`src/rtl/fetch_pkg.sv`:
```
// Shared definitions for the instruction-fetch sequencer: FSM encoding,
// default interrupt vector and the decode-stage NOP used while flushing.
package fetch_pkg;

  typedef enum logic [1:0] {
    ST_RUN   = 2'd0,
    ST_STALL = 2'd1,
    ST_FLUSH = 2'd2,
    ST_HALT  = 2'd3
  } fetch_state_e;

  localparam int          CNT_W              = 2;
  localparam logic [15:0] DEFAULT_IRQ_VECTOR = 16'h0004;
  localparam logic [15:0] NOP_INSTR          = 16'h0000;

endpackage

```
`src/rtl/flush_counter.sv`:
```
// Loadable 2-bit down-counter that paces the flush bubbles after a redirect.
// It saturates at zero; done_o marks the last bubble (count of one).
module flush_counter
  import fetch_pkg::*;
(
  input  logic             clk,
  input  logic             rst,
  input  logic             load_i,
  input  logic [CNT_W-1:0] load_val_i,
  input  logic             dec_i,
  output logic             done_o
);

  logic [CNT_W-1:0] count_q;
  logic [CNT_W-1:0] count_d;

  always_comb begin
    count_d = count_q;
    if (load_i) begin
      count_d = load_val_i;
    end else if (dec_i && (count_q != '0)) begin
      count_d = count_q - CNT_W'(1);
    end
  end

  always_ff @(posedge clk or posedge rst) begin
    if (rst) begin
      count_q <= '0;
    end else begin
      count_q <= count_d;
    end
  end

  assign done_o = (count_q == CNT_W'(1));

endmodule

```
`src/rtl/fetch_sequencer.sv`:
```
// Fetch-stage control FSM: advances, holds or redirects the PC and squashes
// wrong-path decode slots. Interrupt support is built only with FETCH_IRQ_EN.
module fetch_sequencer
  import fetch_pkg::*;
#(
  parameter int ADDR_W       = 16,
  parameter int FLUSH_CYCLES = 2
`ifdef FETCH_IRQ_EN
  ,
  parameter logic [ADDR_W-1:0] IRQ_VECTOR = ADDR_W'(DEFAULT_IRQ_VECTOR)
`endif
) (
  input  logic              clk,
  input  logic              reset,
`ifdef FETCH_IRQ_EN
  input  logic              irq,
  output logic              irq_ack,
  output logic [ADDR_W-1:0] epc,
`endif
  input  logic              branch_req,
  input  logic [ADDR_W-1:0] branch_target,
  input  logic              hazard_req,
  input  logic              halt_req,
  input  logic              resume,
  input  logic [ADDR_W-1:0] fetch_addr,
  output logic              pc_mux_sel,
  output logic [ADDR_W-1:0] jmp_loc,
  output logic              stall,
  output logic              stall_pm,
  output logic              flush,
  output logic [1:0]        fsm_state
);

  localparam logic [CNT_W-1:0] FLUSH_LOAD = CNT_W'(FLUSH_CYCLES);

  if ((FLUSH_CYCLES < 1) || (FLUSH_CYCLES > 3)) begin : g_bad_flush_cycles
    $error("fetch_sequencer: FLUSH_CYCLES must be in 1..3");
  end

  fetch_state_e      state_q, state_d;
  logic              pc_mux_sel_q, pc_mux_sel_d;
  logic [ADDR_W-1:0] jmp_loc_q, jmp_loc_d;
  logic              stall_q, stall_d;
  logic              stall_pm_q, stall_pm_d;
  logic              flush_q, flush_d;
  logic              cnt_load;
  logic              cnt_dec;
  logic              cnt_done;
  logic              redirect;
  logic              take_irq;

  flush_counter u_flush_counter (
    .clk        (clk),
    .rst        (reset),
    .load_i     (cnt_load),
    .load_val_i (FLUSH_LOAD),
    .dec_i      (cnt_dec),
    .done_o     (cnt_done)
  );

`ifdef FETCH_IRQ_EN
  logic              irq_mask_q, irq_mask_d;
  logic              irq_ack_q, irq_ack_d;
  logic [ADDR_W-1:0] epc_q, epc_d;
  logic              irq_ok;

  // A taken interrupt stays masked until the level has been seen low once.
  assign irq_ok = irq && !irq_mask_q;

  always_comb begin
    irq_mask_d = irq_mask_q;
    if (take_irq) begin
      irq_mask_d = 1'b1;
    end else if (!irq) begin
      irq_mask_d = 1'b0;
    end
    irq_ack_d = take_irq;
    epc_d     = take_irq ? fetch_addr : epc_q;
  end

  always_ff @(posedge clk or posedge reset) begin
    if (reset) begin
      irq_mask_q <= 1'b0;
      irq_ack_q  <= 1'b0;
      epc_q      <= '0;
    end else begin
      irq_mask_q <= irq_mask_d;
      irq_ack_q  <= irq_ack_d;
      epc_q      <= epc_d;
    end
  end

  assign irq_ack = irq_ack_q;
  assign epc     = epc_q;
`else
  logic irq_ok;
  logic unused_fetch_addr;

  assign irq_ok            = 1'b0;
  assign unused_fetch_addr = ^fetch_addr;
`endif

  always_comb begin
    state_d      = state_q;
    pc_mux_sel_d = 1'b0;
    jmp_loc_d    = jmp_loc_q;
    stall_d      = 1'b0;
    flush_d      = 1'b0;
    cnt_load     = 1'b0;
    cnt_dec      = 1'b0;
    redirect     = 1'b0;
    take_irq     = 1'b0;

    unique case (state_q)
      ST_RUN: begin
        if (branch_req) begin
          redirect = 1'b1;
        end else if (irq_ok) begin
          take_irq = 1'b1;
        end else if (halt_req) begin
          state_d = ST_HALT;
        end else if (hazard_req) begin
          state_d = ST_STALL;
          stall_d = 1'b1;
        end
      end
      ST_STALL: begin
        if (branch_req) begin
          redirect = 1'b1;
        end else if (halt_req) begin
          state_d = ST_HALT;
        end else if (hazard_req) begin
          stall_d = 1'b1;
        end else begin
          state_d = ST_RUN;
        end
      end
      ST_FLUSH: begin
        // The decode slot is being squashed, so only a newer redirect matters.
        cnt_dec = 1'b1;
        if (branch_req) begin
          redirect = 1'b1;
        end else if (cnt_done) begin
          state_d = ST_RUN;
        end else begin
          flush_d = 1'b1;
        end
      end
      ST_HALT: begin
        if (irq_ok) begin
          take_irq = 1'b1;
        end else if (resume) begin
          state_d = ST_RUN;
        end
      end
      default: state_d = ST_RUN;
    endcase

    if (redirect || take_irq) begin
      state_d      = ST_FLUSH;
      pc_mux_sel_d = 1'b1;
      flush_d      = 1'b1;
      cnt_load     = 1'b1;
`ifdef FETCH_IRQ_EN
      jmp_loc_d    = redirect ? branch_target : IRQ_VECTOR;
`else
      jmp_loc_d    = branch_target;
`endif
    end

    // Program memory lags the PC by one read cycle, except while halted.
    if (state_d == ST_HALT) begin
      stall_d    = 1'b1;
      stall_pm_d = 1'b1;
    end else begin
      stall_pm_d = stall_q;
    end
  end

  always_ff @(posedge clk or posedge reset) begin
    if (reset) begin
      state_q      <= ST_RUN;
      pc_mux_sel_q <= 1'b0;
      jmp_loc_q    <= '0;
      stall_q      <= 1'b0;
      stall_pm_q   <= 1'b0;
      flush_q      <= 1'b0;
    end else begin
      state_q      <= state_d;
      pc_mux_sel_q <= pc_mux_sel_d;
      jmp_loc_q    <= jmp_loc_d;
      stall_q      <= stall_d;
      stall_pm_q   <= stall_pm_d;
      flush_q      <= flush_d;
    end
  end

  assign pc_mux_sel = pc_mux_sel_q;
  assign jmp_loc    = jmp_loc_q;
  assign stall      = stall_q;
  assign stall_pm   = stall_pm_q;
  assign flush      = flush_q;
  assign fsm_state  = state_q;

endmodule

```
`config.mk`:
```
export PLATFORM = sky130hd
export DESIGN_NAME = fetch_sequencer
export DESIGN_NICKNAME = d
export VERILOG_FILES = /design/src/rtl/fetch_pkg.sv /design/src/rtl/flush_counter.sv /design/src/rtl/fetch_sequencer.sv
export SDC_FILE = /design/constraint.sdc
export NUM_CORES = 1
export LEC_CHECK = 0
export ABC_AREA = 1
export BUFFER_PORTS_ARGS = -buffer_cell sky130_fd_sc_hd__buf_2
export CORE_AREA = 3 3 67 50
export DETAILED_ROUTE_END_ITERATION = 6
export DIE_AREA = 0 0 70 53
export GPL_TIMING_DRIVEN = 0
export PLACE_DENSITY = 0.73
export SYNTH_ARGS = -nofsm -noshare
export SYNTH_HDL_FRONTEND = slang
export SYNTH_HIERARCHICAL = 1
export SYNTH_SLANG_ARGS = --single-unit
```
`constraint.sdc`:
```
create_clock -name clk -period 1.1 [get_ports clk]
set_input_delay 0.22 -clock clk [delete_from_list [all_inputs] [get_ports clk]]
set_output_delay 0.22 -clock clk [all_outputs]
set_load 0.01 [all_outputs]
```
# Yosys cells after proc, flatten, opt, wreduce, memory -nomap -nowiden
# Index checks and enable logic that the tools add are counted.
[totals]
regBits = 24
out_inout_bits = 22
[classes]
addsub = 1
n_eq_ne = 5
mux = 27
n_reduce_logical = 6
[ops]
columns = ["op", "count"]
rows = [
  ["2-to-1 mux 2 bit", 12],
  ["2-to-1 mux 1 bit", 14],
  ["case mux 2 bit (4 select lines)", 1],
  ["== test 2 bit, second input constant", 3],
  ["== test 2 x 1 -> 1 bit, second input constant", 2],
  ["nonzero test 2 bit", 2],
  ["OR reduction 3 bit", 1],
  ["zero test 2 bit", 1],
  ["OR reduction 2 bit", 1],
  ["subtractor 2 x 1 -> 2 bit, second input constant", 1],
  ["logical AND 1 bit", 1],
]

# Logic depth before layout (Yosys ltp)
[logic_depth]
ltp_word = 7
depth_mapped = 8

# Cells and area by module
# Netlist, hierarchy kept.
[modules_own_cells]
columns = ["mod", "instances", "cells_per_inst", "area_per_inst_um2"]
rows = [
  ["fetch_sequencer", 1, 111, 934.6],
  ["flush_counter", 1, 21, 143.9],
]

# Worst setup path after synthesis
# No wires, ideal clock.
[synth_path]
path_type = "register to register"
startpoint = "register state_q[0], in the netlist fsm_state[0]"
endpoint = "register u_flush_counter.count_q[1]"
setup_time_ps = 116
arrival_time_ps = 1117
required_ps = 984
path_slack_ps = -134
path_stages_with_launch = 8
n_path_buf = 1
cell_sequence = "dfrtp_1 nand2_2 nand2_2 inv_2 buf_2 o21ai_0 nand2_1 nand2_1"
[synth_between]
elab_chain_len = 5
[synth_rtl]
columns = ["element", "line", "text"]
rows = [
  ["from (decl)", "fetch_sequencer.sv:40", "fetch_state_e state_q, state_d;"],
  ["from (signal assigned)", "fetch_sequencer.sv:189", "state_q <= state_d;"],
  ["== test 2 bit (tied with other cells)", "fetch_sequencer.sv:114", "unique case (state_q)"],
  ["OR reduction 3 bit (no source line) *", "-", ""],
  ["2-to-1 mux 1 bit *", "-", ""],
  ["2-to-1 mux 1 bit *", "fetch_sequencer.sv:159", "if (redirect || take_irq) begin"],
  ["named net cnt_load", "fetch_sequencer.sv:46", "logic cnt_load;"],
  ["2-to-1 mux 2 bit or nonzero test 2 bit (tied branches)", "-", ""],
  ["to (signal assigned)", "flush_counter.sv:30", "count_q <= count_d;"],
  ["to (decl)", "flush_counter.sv:14", "logic [CNT_W-1:0] count_q;"],
]
# Mark *: on every way through the listed nets, which the timed path passes. The rest lies on a longest branch.
# A chain may end at the register's enable or synchronous reset.

# Final worst setup path
[layout_path]
startpoint = "register state_q[1], in the netlist fsm_state[1]"
endpoint = "register jmp_loc_q[1], in the netlist jmp_loc[1]"
[layout_between]
elab_chain_len = 3
[layout_rtl]
columns = ["element", "line", "text"]
rows = [
  ["== test 2 bit (tied with other cells)", "fetch_sequencer.sv:114", ""],
  ["OR reduction 3 bit (no source line) *", "-", ""],
  ["2-to-1 mux 1 bit *", "-", ""],
  ["to (signal assigned)", "fetch_sequencer.sv:191", "jmp_loc_q <= jmp_loc_d;"],
  ["to (decl)", "fetch_sequencer.sv:42", "logic [ADDR_W-1:0] jmp_loc_q, jmp_loc_d;"],
]
# Every way passes the cells marked *; elsewhere a longest branch is shown, timed or not.

==> qor.yml <==
status:
  status: "complete, but fails checks"
  violations: "setup timing"
global_route:
  grt_max_degree: 23
  gr-usage-all-layers_pct: 13.9
  antenna_found_initial: 0
  gr-total-overflow: 0
  grt_pass1_vias: 946
  grt_pass1_wl_um: 4060
yosys:
  syn_area_per_cell_um2: 8.17
  synth_warnings: 6
  syn-num-nets: 172
  ys_ff_latch: 24
  ys_top_cells_by_area: "dfrtp_1, nand2_1, inv_1"
  yosysTopAreaCell: "dfrtp_1"
  synth_top_area_share_pct: 55.7
  syn-cell-area_um2: 1080
  synthCells: 132
  ys_seq_area_share_pct: 55.7
  synthDistinctLibCells: 16
setup_path:
  reg2reg_depth: 6
  crit_required_ns: 1.26
  startpoint_type: "flop"
  path_class: "reg2reg"
  rr_endpoint: "jmp_loc[1]"
  crit_arrival_ns: 1.36
  timing.rr.start: "fsm_state[1]"
  cp-end-kind: "flop"
  cp_max_fo: 6
  critical_path.endpoint: "jmp_loc[1]"
  rrSetupSlack_ns: -0.09
  startpoint: "fsm_state[1]"
flow_run:
  drv_cap: 0
finish:
  fin_area_um2: 1650
  n_fill_cell: 238
  drive_gt1_share_pct: 51.6
  antenna_cells: 0
  area_delta_synth_final_pct: 53.4
  mostFrequentLayoutCells: "nand2_1, buf_2, dfrtp_1, nand2_2, inv_1"
  final_common_cell: "nand2_1"
  finish.net_count: 229
  stdcell_count: 224
clock_network:
  cts_tree: "yes"
  clk_path_buf_depth: 2
  clock_sinks: 24
  cts-root-buf: "clkbuf_8"
  cts.reportedPaths.clkPinSlew_ns: 0.08
  cts_made_buffers: 3
  clk-insertion-delay-late_ns: 0.27
  htreeDepth: 1
die:
  die_w_um: 70
  core_area_um2: 2760
  die_y_um: 53
  initial_core_util_pct: 39.0
  dieArea_um2: 3710
  io_pins: 60
  rows: 16
placed_design:
  place.gp.congestion: 0.789
  dpl.cell_count: 211
  io_buffers: 43
  dp_hpwl_um: 1840
  dpl_cell_area_um2: 1350
detailed_routing:
  drc_errors: 0
  drtPass1Iterations: 4
  via_per_inst: 4.56
  dr_total_vias: 1022
  wl_per_cell_um: 13.3
  drtAntennaViolNets: 0
  routed_wl_um: 2980
  drt_iter0_markers: 23
timing:
  tns_ns: -1.13
  worst_pin_slew_ns: 0.821
  post-route-worst-setup-slack_ns: -0.0930
  period_share_pct: 108
  setup_viol: 22
  hold_violations: 0
  rsz0062_at_grt: "true"
  skew_ns: 0.00305
  period_minus_slack_ns: 1.19
  maxSlewViolCount: 0
  fmax_mhz: 838
  relSlewSlack_pct: 45.2
worst_hold_path:
  hold_class: "in2async"
power:
  p_leak_uw: 0.000918
  cellPowerDensity_nw_per_um2: 2290
  ir_drop_mv: 0.914
  power_uw: 3790
worst min path at each step:
stage / cells past startpoint / end / from / slack, ns
finish: 2 / jmp_loc[2] / reset / 0.10
global route: 3 / jmp_loc[8] / branch_target[8] / 0.14
CTS: 3 / jmp_loc[8] / branch_target[8] / 0.14
detailed placement: 2 / u_flush_counter/count_q[1] / reset / 0.09
global placement: 2 / u_flush_counter/count_q[1] / reset / 0.08
floorplan: 1 / u_flush_counter/count_q[0] / reset / -0.04
through the flow:
stage | hold slack, ns | utilization (%) | setup slack (ns)
after CTS | 0.141 | 53.3 | -0.0299
after global placement | 0.0847 | 48.9 | -0.0651
final | 0.105 | 59.9 | -0.0930
after floorplan | -0.0388 | - | -0.000565
after global routing | 0.142 | 59.9 | -0.128
after detailed placement | 0.0862 | 48.9 | -0.0935
final cells by class:
| cell class | count | area (um^2) | share of cell area (%) |
|---|---|---|---|
| Sequential cell | 24 | 603 | 36.5 |
| Multi-Input combinational cell | 91 | 517 | 31.2 |
| Timing Repair Buffer | 51 | 314 | 19.0 |
| Inverter | 14 | 72.6 | 4.39 |
| Clock buffer | 4 | 55.1 | 3.33 |
| Tap cell | 36 | 45.0 | 2.72 |
| Buffer | 2 | 30.0 | 1.82 |
| Timing Repair inverter | 2 | 17.5 | 1.06 |
layer usage:
metal  global-route usage, %  routed length, um
met5                       0                  0
met2                    26.5               1520
met3                    3.98                218
met1                    15.5               1220
met4                    3.82                 20
cell usage after synthesis:
cell type and count:
a21oi_1 2, buf_2 1, buf_6 2, clkinv_1 1, conb_1 2, dfrtp_1 24, ha_1 2, inv_1 11
inv_2 2, nand2_1 67, nand2_2 3, nand3_1 5, nand4_4 1, nor2_1 6, nor2_2 1, o21ai_0 2
state kept, by name (all words and copies together) (netlist names):
name                     flops
jmp_loc                     16
fsm_state                    2
u_flush_counter/count_q      2
flush                        1
pc_mux_sel                   1
stall                        1
stall_pm                     1
cell families (layout without fill, tap and decap cells):
kind of cell,count (synthesis),count (layout),share of synthesized area (%)
buffers and inverters,17,73,7.42
adders and majority gates,2,2,2.32
other,2,2,0.696
and+or+nand+nor,83,83,32.0
DFF,24,24,55.7
AOI/OAI and AO/OA,4,4,1.86
what timing repair did:
action                                 4_1_cts  5_1_grt
gates cloned                                 0        3
pin swaps                                    6       14
hold buffers                                 1        0
resized for setup                           12       37
endpoints found under the hold margin        2        0
setup buffers                                2        4
setup endpoints to repair                   12       23
power by group:
group	leakage [uW]	total (uW)	internal [uW]	switching, uW
sequential	0.000290	1400	1170	225
combinational	0.000599	1800	778	1020
clock	0.0000288	601	320	281
critical path: stages (launching register included):
cell and delay, ns:
dfrtp_2 0.47, nand2_4 0.12, nand2_8 0.08, buf_8 0.15, buf_8 0.13, nand2_1 0.07
nand2_1 0.06
Power figures use the tool's default switching activity.
